<file path="config.mk">
export PLATFORM = sky130hd
export DESIGN_NAME = step_ctrl
export DESIGN_NICKNAME = d
export VERILOG_FILES = /design/src/rtl/step_ctrl_pkg.sv /design/src/rtl/btn_debounce.sv /design/src/rtl/step_ctrl.sv
export SDC_FILE = /design/constraint.sdc
export NUM_CORES = 1
export LEC_CHECK = 0
export ABC_AREA = 1
export CELL_PAD_IN_SITES_DETAIL_PLACEMENT = 0
export CELL_PAD_IN_SITES_GLOBAL_PLACEMENT = 1
export CORE_MARGIN = 2
export CORE_UTILIZATION = 42
export CTS_CLUSTER_DIAMETER = 150
export CTS_CLUSTER_SIZE = 28
export DETAILED_ROUTE_END_ITERATION = 7
export GPL_TIMING_DRIVEN = 1
export HOLD_SLACK_MARGIN = 0.03
export PLACE_DENSITY = 0.84
export SLEW_MARGIN = 25
export SYNTH_ARGS = -nofsm -noshare
export SYNTH_HDL_FRONTEND = slang
export SYNTH_SLANG_ARGS = --single-unit
</file>
<file path="constraint.sdc">
create_clock -name clk -period 2.1 [get_ports clk]
set_input_delay 0.42 -clock clk [delete_from_list [all_inputs] [get_ports clk]]
set_output_delay 0.42 -clock clk [all_outputs]
set_load 0.02 [all_outputs]
</file>
<file path="src/rtl/step_ctrl_pkg.sv">
// step_ctrl_pkg
// Shared definitions for the step controller: FSM state encoding and the
// button index assignments used by step_ctrl and btn_debounce.
package step_ctrl_pkg;

  typedef enum logic [1:0] {
    S_IDLE = 2'd0,
    S_STEP = 2'd1,
    S_RUN  = 2'd2
  } state_t;

  localparam int BTN_STEP = 0;
  localparam int BTN_MODE = 1;

endpackage

</file>
<file path="src/rtl/btn_debounce.sv">
// btn_debounce
// One push-button conditioner: two-flop synchronizer, stability counter,
// debounced level and a one-cycle rise pulse on a 0->1 level change.
// Ports:
//   clk      system clock
//   rst      asynchronous active-low reset
//   btn_raw  raw button input, asynchronous to clk
//   level    debounced button level
//   rise     one-cycle pulse, registered together with level going 0->1
module btn_debounce
  import step_ctrl_pkg::*;
#(
  parameter int DB_CYCLES = 50000
) (
  input  logic clk,
  input  logic rst,
  input  logic btn_raw,
  output logic level,
  output logic rise
);

  localparam int CW = (DB_CYCLES > 1) ? $clog2(DB_CYCLES) : 1;
  localparam logic [CW-1:0] CNT_LAST = CW'(DB_CYCLES - 1);

  logic [1:0]    sync;
  logic [CW-1:0] cnt;

  // The counter only runs while the synchronized input disagrees with the
  // debounced level, so any bounce back to the current level restarts it.
  always_ff @(posedge clk or negedge rst) begin
    if (!rst) begin
      sync  <= '0;
      cnt   <= '0;
      level <= 1'b0;
      rise  <= 1'b0;
    end else begin
      sync <= {sync[0], btn_raw};
      rise <= 1'b0;
      if (sync[1] != level) begin
        if (cnt == CNT_LAST) begin
          level <= ~level;
          rise  <= ~level;
          cnt   <= '0;
        end else begin
          cnt <= cnt + 1'b1;
        end
      end else begin
        cnt <= '0;
      end
    end
  end

endmodule

</file>
<file path="src/rtl/step_ctrl.sv">
// step_ctrl
// Turns the two board push-buttons into the CPU step strobe. Button 0 issues
// a single step, button 1 toggles free-run mode, which steps every
// run_div+1 cycles. Also counts issued steps.
//
// state  | meaning
// IDLE   | waiting for a step or run request
// STEP   | single step strobe is high this cycle
// RUN    | free-running, strobing every run_div+1 cycles
//
// Ports:
//   clk         system clock
//   rst         asynchronous active-low reset
//   btn[1:0]    raw buttons, [0]=step, [1]=run/stop toggle
//   halt        CPU halted; leaves RUN and prevents entering it
//   run_div     free-run period minus one, in clk cycles
//   step_pulse  one-cycle step strobe to the CPU
//   running     high while in RUN
//   btn_level   debounced button levels
//   step_cnt    number of step strobes since reset (wraps)
module step_ctrl
  import step_ctrl_pkg::*;
#(
  parameter int DB_CYCLES = 50000,
  parameter int DIV_W     = 24,
  parameter int CNT_W     = 16
) (
  input  logic             clk,
  input  logic             rst,
  input  logic [1:0]       btn,
  input  logic             halt,
  input  logic [DIV_W-1:0] run_div,
  output logic             step_pulse,
  output logic             running,
  output logic [1:0]       btn_level,
  output logic [CNT_W-1:0] step_cnt
);

  logic [1:0]       rise;
  logic             step_req;
  logic             mode_req;
  state_t           state;
  logic [DIV_W-1:0] div_cnt;

  btn_debounce #(.DB_CYCLES(DB_CYCLES)) u_db_step (
    .clk     (clk),
    .rst     (rst),
    .btn_raw (btn[BTN_STEP]),
    .level   (btn_level[BTN_STEP]),
    .rise    (rise[BTN_STEP])
  );

  btn_debounce #(.DB_CYCLES(DB_CYCLES)) u_db_mode (
    .clk     (clk),
    .rst     (rst),
    .btn_raw (btn[BTN_MODE]),
    .level   (btn_level[BTN_MODE]),
    .rise    (rise[BTN_MODE])
  );

  assign step_req = rise[BTN_STEP];
  assign mode_req = rise[BTN_MODE];

  always_ff @(posedge clk or negedge rst) begin
    if (!rst) begin
      state      <= S_IDLE;
      step_pulse <= 1'b0;
      running    <= 1'b0;
      div_cnt    <= '0;
    end else begin
      case (state)
        S_IDLE: begin
          step_pulse <= 1'b0;
          // A run request wins over a coincident step request.
          if (mode_req && !halt) begin
            state   <= S_RUN;
            running <= 1'b1;
            div_cnt <= run_div;
          end else if (step_req) begin
            state      <= S_STEP;
            step_pulse <= 1'b1;
          end
        end
        S_STEP: begin
          step_pulse <= 1'b0;
          state      <= S_IDLE;
        end
        S_RUN: begin
          if (halt || mode_req) begin
            state      <= S_IDLE;
            running    <= 1'b0;
            step_pulse <= 1'b0;
          end else if (div_cnt == '0) begin
            step_pulse <= 1'b1;
            div_cnt    <= run_div;
          end else begin
            step_pulse <= 1'b0;
            div_cnt    <= div_cnt - 1'b1;
          end
        end
        default: begin
          state      <= S_IDLE;
          step_pulse <= 1'b0;
          running    <= 1'b0;
        end
      endcase
    end
  end

  always_ff @(posedge clk or negedge rst) begin
    if (!rst) begin
      step_cnt <= '0;
    end else if (step_pulse) begin
      step_cnt <= step_cnt + 1'b1;
    end
  end

endmodule

</file>
==> results by group <==
Outcome
  – Status: finished, final reports clean

Power and ir drop
  – Total power: approximately 3300 uW
  – Net switching power: 729.9 uW
  – Lkg Pwr: between 0.002 and 0.003 uW
  – Int Power: 2578 uW
  – Net Sw Frac: 0.2207
  – Comb power frac: 0.045
  – Peak VDD IR: about 490 uV
  – Pwr Density: 573.2 mW/mm^2
  – Clock share of power: 0.460
  – Reg power frac: 0.495

Final layout
  – Layout area overhead: 19.92%
  – Commonest non-fill, non-tap cells in the layout: nand2_1 (190), inv_1 (93), nor2_1 (93), dfrtp_1 (84), nand3_1 (58)
  – Commonest non-fill, non-tap cell in the layout: nand2_1
  – Layout cells sized above 1: 0.07934
  – ANT cells: 0
  – Fill cells: 1,126
  – Nets@finish: between 700 and 800
  – Fin area: 0.005771 mm^2

CTS
  – Post_cts resized: 0
  – H-tree depth: 3
  – Root buffer cell: clkbuf_16
  – Maximum clock path buffer count: 2
  – CTS Sinks: 84
  – Worst skew pair latency: about 0.34 ns
  – Reg clk slew, reported paths: 0.06 ns
  – Number of buffers created by CTS: 9
  – CTS tree: done

STA
  – Final slew viol count: 0
  – Final Hold Vio Count: 0
  – Fmax: 0.5302 GHz
  – # setup viols final: 0
  – Unrepaired setup endpoints after global routing: no
  – Final worst slack: ~0.21 ns
  – WHS: approximately 0.36 ns
  – Setup TNS: 0 ns
  – Tmin final: 1.886 ns
  – Max_slew headroom: 0.6573
  – Tightest Pin Transition: approximately 0.5 ns
  – Final period util: 0.8981
  – Worst Clk Skew: roughly 0.0046 ns

Worst setup path
  – Crit. End Element: primary output
  – Critical-path cell list: clkdlybuf4s50_1
  – RR Startpoint: div_cnt[0]
  – Crit path from: step_pulse
  – Critical R2R Capture: div_cnt[0]
  – Reg-to-reg setup timing slack: 0.26 ns
  – Req. time, crit path: 1.68 ns
  – Critical Path AT: 1.47 ns
  – R2R cell count: 11
  – Slowest Stage Delay on Critical Path: approximately 0.66 ns
  – CP bufs+invs: 1
  – CP Max Fanout: 7
  – CP Launch Type: flip-flop
  – CP delay by family, top: buffers and inverters
  – Slowest-stage cell, CP: clkdlybuf4s50_1
  – Crit path kind: flip-flop to primary output

Detailed routing
  – Vias: between 4,000 and 5,000
  – Routed Antenna Nets: 0
  – Drt wl/cell: 12.22 um
  – Final Routed Wirelength: 10,680 um
  – Initial drt markers: 214
  – DR vias/cell: 4.795
  – Drt pass-1 iters: 4
  – Drc violations: 0

Die
  – Core area: 0.01132 mm^2
  – Top Ports: 49
  – Die W: approximately 110 um
  – Die Span Y: 111.0 um
  – Num rows: 39
  – Die Area: 0.01233 mm^2
  – Starting Density: 0.4251

GRT
  – First-pass GRT wire length: 18,730 um
  – Gr ovfl total: 0
  – Pin count of the biggest net entering global routing: 33
  – Tot GR Track Use: 0.1847
  – Initial antenna violation count: 0
  – Vias in the first global route: just over 4,000

Yosys
  – Syn Area/Cell: 7.247 um^2
  – Post-synthesis sequential area ratio: 0.4368
  – Synthesized instance count: 664
  – Register bit total from synthesis: 84
  – Synthesized cell area: 0.004812 mm^2
  – Post-Syn Nets: 698
  – Count of warnings emitted by yosys: 0
  – Count of unique library cells instantiated by Yosys: 34

Worst hold path
  – Hold Path Origin: u_db_step.sync[0]
  – WHS Path Cells: 0
  – Worst min-delay path class: flip-flop to flip-flop
  – Hold endpoint: u_db_step.sync[1]

Placed design
  – Detailed Place HPWL: between 8000 and 9000 um
  – Post-place setup slack: 0.2549 ns
  – Final GP Congestion: ~0.84
  – PortBufs: 48
  – Placed Area: between 0.005 and 0.006 mm^2

Job
  – Max Cap Violations: 0
## area by class of cell
cell class                 count  area [um^2]  share of cell area
clock buffer                  12        256.5             0.04445
clock inverter                 4        31.28            0.005421
sequential                    84         2102              0.3643
inverter                      95        356.6             0.06180
timing repair buffer          61        590.6              0.1023
tap                          143        178.9             0.03101
multi-input combinational    475         2255              0.3907
## kinds of logic after synthesis
group,synth area share
AND/OR/NAND/NOR,0.3679
buffers and inverters,0.09464
flip-flops,0.4368
AO/OA/AOI/OAI,0.05070
XOR/XNOR,0.03458
adder cells (fa/ha/maj),0.01300
multiplexers,0.002340
## metrics by stage
step	cells	util
after floorplan	664	-
after global routing	874	0.5097
final	874	0.5097
after detailed placement	857	0.4834
after global placement	857	0.4834
after CTS	874	0.5097
## per-layer routing
layer | global-route usage | part of all wire | up-vias
met1 | 0.2350 | 0.48 | 1926
met5 | 0 | 0 | -
met3 | 0.04757 | 0.035 | 8
met2 | 0.3157 | 0.48 | 61
li1 | - | - | 2196
met4 | 0.04691 | 0.0094 | 0
## worst max-delay path by stage
stage / slack (ns) / end / depth (start not counted)
after CTS: 0.20 / step_pulse / 1
after global placement: 0.31 / div_cnt[5] / 8
after global routing: 0.12 / div_cnt[0] / 11
after floorplan: 0.45 / step_cnt[14] / 10
after detailed placement: 0.25 / div_cnt[18] / 8
final: 0.21 / step_pulse / 1
## power by group through the flow
| stage | registers [uW] | clock network (uW) | logic [uW] |
|---|---|---|---|
| after floorplan | 1670 | 0 | 45.6 |
| after global placement | 1670 | 0 | 150 |
| after detailed placement | 1670 | 0 | 152 |
| after CTS | 1640 | 1560 | 154 |
| after global routing | 1640 | 1630 | 172 |
| final | 1640 | 1520 | 149 |
## cell usage after synthesis
master	n	share of area
nor2_1	93	0.073
nand3_4	1	0.0036
xor2_1	13	0.024
nand3b_1	4	0.0062
mux2_2	1	0.0023
nor3_2	1	0.0021
and3_1	3	0.0039
buf_12	2	0.0083
o21a_1	2	0.0031
buf_4	2	0.0031
buf_6	1	0.0023
nor3b_1	4	0.0062
nand3_1	58	0.060
nand2_2	14	0.018
inv_1	93	0.073
dfrtp_1	84	0.44
nor2_2	6	0.0078
nor2_4	3	0.0070
a31oi_1	1	0.0013
o21ai_0	21	0.022
buf_2	2	0.0021
o21ai_1	2	0.0021
inv_2	2	0.0016
ha_1	5	0.013
nor3_1	12	0.012
nand4_1	12	0.016
o21bai_1	1	0.0016
xnor2_1	6	0.011
clkbuf_1	2	0.0016
nand2_4	1	0.0023
nand2_1	190	0.15
buf_8	1	0.0031
or2_2	1	0.0013
a21oi_1	20	0.021
## registers in the layout, indices dropped and copies added (netlist names)
register,flops
div_cnt,24
step_cnt,16
u_db_mode.cnt,16
u_db_step.cnt,16
state,2
u_db_mode.sync,2
u_db_step.sync,2
running,1
step_pulse,1
u_db_mode.level,1
u_db_mode.rise,1
u_db_step.level,1
u_db_step.rise,1
## timing repair
item                      CTS  global route
hold buffers                1             0
buffers inserted            0             0
hold endpoints to repair   28             0
Note: power is estimated with default switching activity, not from simulation.
